File: config.mk
export PLATFORM = sky130hd
export DESIGN_NAME = mips_bus_arbiter
export DESIGN_NICKNAME = d
export VERILOG_FILES = /design/src/rtl/mips_bus_arbiter.sv
export SDC_FILE = /design/constraint.sdc
export NUM_CORES = 1
export LEC_CHECK = 0
export ABC_AREA = 1
export BUFFER_PORTS_ARGS = -buffer_cell sky130_fd_sc_hd__buf_2
export CAP_MARGIN = 5
export CORE_UTILIZATION = 29
export CTS_CLUSTER_DIAMETER = 40
export DETAILED_ROUTE_END_ITERATION = 7
export GPL_ROUTABILITY_DRIVEN = 0
export SLEW_MARGIN = 20
export SYNTH_ARGS = -nofsm -noshare
export SYNTH_HDL_FRONTEND = slang
export SYNTH_SLANG_ARGS = --single-unit
File: constraint.sdc
create_clock -name clk -period 2.6 [get_ports clk]
set_input_delay 0.78 -clock clk [delete_from_list [all_inputs] [get_ports clk]]
set_output_delay 0.78 -clock clk [all_outputs]
set_load 0.02 [all_outputs]
File: src/rtl/mips_bus_arbiter.sv
// Two-master, one-slave round-robin bus arbiter for the CPU memory bus.
// Master 0 is instruction fetch, master 1 is load/store; stalled transfers are aborted after TIMEOUT waits.
module mips_bus_arbiter #(
  parameter int AW      = 32,
  parameter int DW      = 32,
  parameter int TIMEOUT = 64
) (
  input  logic            clk,
  input  logic            reset,
  input  logic [AW-1:0]   m0_address,
  input  logic            m0_read,
  input  logic            m0_write,
  input  logic [DW-1:0]   m0_writedata,
  input  logic [DW/8-1:0] m0_byteenable,
  output logic [DW-1:0]   m0_readdata,
  output logic            m0_waitrequest,
  input  logic [AW-1:0]   m1_address,
  input  logic            m1_read,
  input  logic            m1_write,
  input  logic [DW-1:0]   m1_writedata,
  input  logic [DW/8-1:0] m1_byteenable,
  output logic [DW-1:0]   m1_readdata,
  output logic            m1_waitrequest,
  output logic [AW-1:0]   s_address,
  output logic            s_read,
  output logic            s_write,
  output logic [DW-1:0]   s_writedata,
  output logic [DW/8-1:0] s_byteenable,
  input  logic [DW-1:0]   s_readdata,
  input  logic            s_waitrequest,
  output logic            timeout_err,
  output logic            protocol_err
);

  localparam int CW = (TIMEOUT > 1) ? $clog2(TIMEOUT) : 1;
  localparam logic [CW-1:0] CNT_LAST = CW'(TIMEOUT - 1);

  typedef enum logic [1:0] {S_IDLE, S_ISSUE, S_RESP} state_e;

  state_e        state_q, state_d;
  logic          owner_q, owner_d;
  logic          last_q, last_d;
  logic [CW-1:0] cnt_q, cnt_d;
  logic          terr_q, terr_d;
  logic          perr_q, perr_d;
  logic [DW-1:0] rd0_q, rd0_d;
  logic [DW-1:0] rd1_q, rd1_d;

  logic          req0, req1, winner, done, abort, deliver;
  logic          own_rd, own_wr;
  logic [DW-1:0] rd_val;

  assign req0   = m0_read | m0_write;
  assign req1   = m1_read | m1_write;
  assign own_rd = owner_q ? m1_read : m0_read;
  assign own_wr = owner_q ? m1_write : m0_write;

  // NOTE: every signal written here gets a default first, so no latch is inferred.
  always_comb begin
    state_d      = state_q;
    owner_d      = owner_q;
    last_d       = last_q;
    cnt_d        = cnt_q;
    terr_d       = terr_q;
    perr_d       = perr_q | (m0_read & m0_write) | (m1_read & m1_write);
    winner       = 1'b0;
    done         = 1'b0;
    abort        = 1'b0;
    s_address    = '0;
    s_read       = 1'b0;
    s_write      = 1'b0;
    s_writedata  = '0;
    s_byteenable = '0;
    unique case (state_q)
      S_IDLE: begin
        if (req0 | req1) begin
          // On a tie the master that did not win last time goes first.
          winner  = (req0 & req1) ? ~last_q : req1;
          owner_d = winner;
          last_d  = winner;
          cnt_d   = '0;
          state_d = S_ISSUE;
        end
      end
      S_ISSUE: begin
        s_address    = owner_q ? m1_address : m0_address;
        s_write      = own_wr;
        s_read       = own_rd & ~own_wr;
        s_writedata  = owner_q ? m1_writedata : m0_writedata;
        s_byteenable = owner_q ? m1_byteenable : m0_byteenable;
        if (s_waitrequest) begin
          if (cnt_q == CNT_LAST) begin
            done    = 1'b1;
            abort   = 1'b1;
            terr_d  = 1'b1;
            state_d = S_IDLE;
          end else begin
            cnt_d = cnt_q + CW'(1);
          end
        end else if (own_wr) begin
          done    = 1'b1;
          state_d = S_IDLE;
        end else begin
          state_d = S_RESP;
        end
      end
      S_RESP: begin
        done    = 1'b1;
        state_d = S_IDLE;
      end
      default: state_d = S_IDLE;
    endcase
  end

  // A read completion or an abort delivers data; an abort delivers zero.
  assign deliver = abort | (state_q == S_RESP);
  assign rd_val  = abort ? '0 : s_readdata;
  assign rd0_d   = (deliver & ~owner_q) ? rd_val : rd0_q;
  assign rd1_d   = (deliver &  owner_q) ? rd_val : rd1_q;

  assign m0_readdata    = rd0_d;
  assign m1_readdata    = rd1_d;
  assign m0_waitrequest = req0 & ~(done & ~owner_q);
  assign m1_waitrequest = req1 & ~(done & owner_q);
  assign timeout_err    = terr_q;
  assign protocol_err   = perr_q;

  // NOTE: registers use non-blocking assignments so every flop samples pre-edge values.
  always_ff @(posedge clk or negedge reset) begin
    if (!reset) begin
      state_q <= S_IDLE;
      owner_q <= 1'b0;
      last_q  <= 1'b1;
      cnt_q   <= '0;
      terr_q  <= 1'b0;
      perr_q  <= 1'b0;
      rd0_q   <= '0;
      rd1_q   <= '0;
    end else begin
      state_q <= state_d;
      owner_q <= owner_d;
      last_q  <= last_d;
      cnt_q   <= cnt_d;
      terr_q  <= terr_d;
      perr_q  <= perr_d;
      rd0_q   <= rd0_d;
      rd1_q   <= rd1_d;
    end
  end

endmodule
==> reports/results.ini <==
[timing]
rsz0062_at_grt = true
max_slew_margin_pct = 71.2
period_share_pct = 104
final-hold-violation-count = 0
fmax_mhz = 370
drv_slew = 0
setup_viol = 64
finalCriticalPeriod_ns = 2.70
fin_skew_ns = 0.00805
worst_pin_slew_ns = 0.428
fin_tns_setup_ns = -4.03
setup_ws_ns = -0.104

[global_route]
grt_usage_pct = 21.7
gr-total-overflow = 0
antenna_found_initial = 0
grt_max_degree = 73
grt_pass1_vias = 4920
grt_first_pass_wirelength_um = 24700

[place]
dpl.cell_count = 1067
dpl_cell_area_um2 = 6140
io_buffers = 312
dp_hpwl_um = 11400

[run_status]
run_status = complete, but fails checks
violations = negative setup slack

[clock_tree]
clkTransAtPathRegs_ns = 0.06
clkLatencyLatePin_ns = 0.33
cts_buffers = 9
htreeDepth = 3
cts_buffer_depth = 2
cts_tree = done
root_buffer = clkbuf_16
clock-sinks = 76

[synth]
synth_xor_area_share_pct = 0.638
synth_top_family_by_area = simple AND/OR/NAND/NOR gates
yosys.cell_types.count = 25
synthMuxAreaShare_pct = 0
avgSynthCellArea_um2 = 7.23
ys_seq_elements = 76
synthSimpleGateAreaFrac_pct = 27.4
ys_warn_count = 0
synth-async-reset-ratio_pct = 100
synthAdderAreaFrac_pct = 1.22
synth_flop_cell = dfrtp_1
syn-num-nets = 748
synth_compound_area_share_pct = 18.0
syn_inst = 569
netlist_area_um2 = 4120
ys_seq_area_share_pct = 46.2
synth_edf_count = 0

[die]
io_pins = 313
die_h_um = 121
fp.dieArea_um2 = 14700
start_util_pct = 29.6
core_area_um2 = 13900
die_width_um = 121
row_count = 43

[critical_path]
rr_worst_depth = 12
required_ns = 1.82
crit_path_start = cnt_q[1]
rr_startpoint = cnt_q[1]
crit_path_max_fanout = 17
endpoint_kind = output pin
arrival_ns = 1.92
crit_type = reg2out
start_kind = register

[drt]
vias = 5220
drt-total-wl_um = 17800
first_iter_violations = 251
via_per_inst = 4.70
routedWlPerCell_um = 16.0
drc_errors = 0
drtPass1Iterations = 4
ant_nets = 0

[power_and_ir_drop]
peakVddDrop_mv = 0.651
leakage_nw = 4.17
power_mw = 10.8
p_per_area_nw_per_um2 = 1370

[finish]
drive_above_1_share_pct = 56.2
postLayoutCellArea_um2 = 7890
mostFrequentLayoutCells = buf_2 (245), nor2_1 (146), nand2_1 (79)
final_cells = 1111
syn_to_final_growth_pct = 91.7
final_nets = 1104
mostFrequentLayoutCell = buf_2
utilization_pct = 56.8

[job]
maxCapViolations = 0

[hold_path]
holdCritPathClass = in2async

## cell usage after synthesis (2+ instances only)
| master | instances | area, um2 |
|---|---|---|
| nand3_2 | 2 | 20.0 |
| inv_1 | 15 | 56.3 |
| nor2_1 | 146 | 548 |
| buf_1 | 7 | 26.3 |
| buf_2 | 6 | 30.0 |
| nand3_1 | 8 | 40.0 |
| o21ai_0 | 73 | 365 |
| dfrtp_1 | 75 | 1880 |
| buf_6 | 8 | 90.1 |
| nand2_1 | 126 | 473 |
| nand2_4 | 3 | 33.8 |
| o21ai_1 | 64 | 320 |
| clkbuf_1 | 17 | 63.8 |
| ha_1 | 4 | 50.1 |
| a21oi_1 | 4 | 20.0 |
| xor2_1 | 2 | 17.5 |
## critical path, stage by stage (launching register included)
cell     delay (ns)
dfrtp_1        0.35
ha_2           0.21
nand2_4        0.07
nor2_4         0.11
nand3_4        0.11
nand2_8        0.11
nand2_8        0.12
buf_16         0.19
nand2_1        0.12
o21ai_4        0.08
buf_6          0.13
## per-layer routing
layer  up-vias  routed length, um  global-route usage, %
li1       2555                  -                      -
met1      2443               7270                   25.6
met2       202               8640                   36.5
met3        20               1730                   9.07
met4         0                182                   4.86
met5         -                  0                      0
## report_power, final
| part | switching (mW) | leakage (nW) | internal, mW |
|---|---|---|---|
| logic | 4.36 | 3.06 | 3.22 |
| clock network | 0.463 | 0.153 | 0.865 |
| registers | 0.198 | 0.953 | 1.69 |
| total | 5.02 | 4.17 | 5.78 |
## registers in the layout, indices dropped and copies added, names as in the netlist
| name | cells |
|---|---|
| cnt_q | 6 |
| last_q | 1 |
| owner_q | 1 |
| protocol_err | 1 |
| rd0_q | 32 |
| rd1_q | 32 |
| state_q | 2 |
| timeout_err | 1 |
## layout make-up
class                   instances  area (um2)
multi-input cells             439        2630
clock inverters                 4        72.6
well taps                     180         225
diodes                          1        2.50
inverters                      16        60.1
fillers                      1266        5990
clock buffers                  12         246
flip-flops and latches         76        1900
repair buffers                383        2750
## metrics by stage
stage,hold slack (ns),setup WS (ns)
after CTS,0.385,-0.0907
after floorplan,0.472,0.168
after global placement,0.452,-0.0264
final,0.391,-0.104
after global routing,0.404,-0.193
after detailed placement,0.453,-0.0473
## final timing paths
kind,endpoint,slack [ns]
setup reg to reg,rd0_q[6],0.72
hold / removal,rd1_q[11],0.39
min in group clk,timeout_err,0.46
setup / recovery,m0_readdata[21],-0.10
hold reg to reg,timeout_err,0.46
max in group asynchronous,last_q,1.56
## logic make-up after synthesis
kind of cell / Yosys count
AO/OA/AOI/OAI: 145
XOR/XNOR: 3
adder cells (fa/ha/maj): 4
buffers and inverters: 54
flip-flops: 76
AND/OR/NAND/NOR: 287
## repair_timing
item / CTS / global route
gates cloned: 3 / 8
resized for setup: 206 / 81
pin swaps: 21 / 18
setup endpoints to repair: 78 / 72
endpoints found under the hold margin: 0 / 0
hold buffers: 0 / 0
setup buffers: 7 / 9
Power figures use the tool's default switching activity.
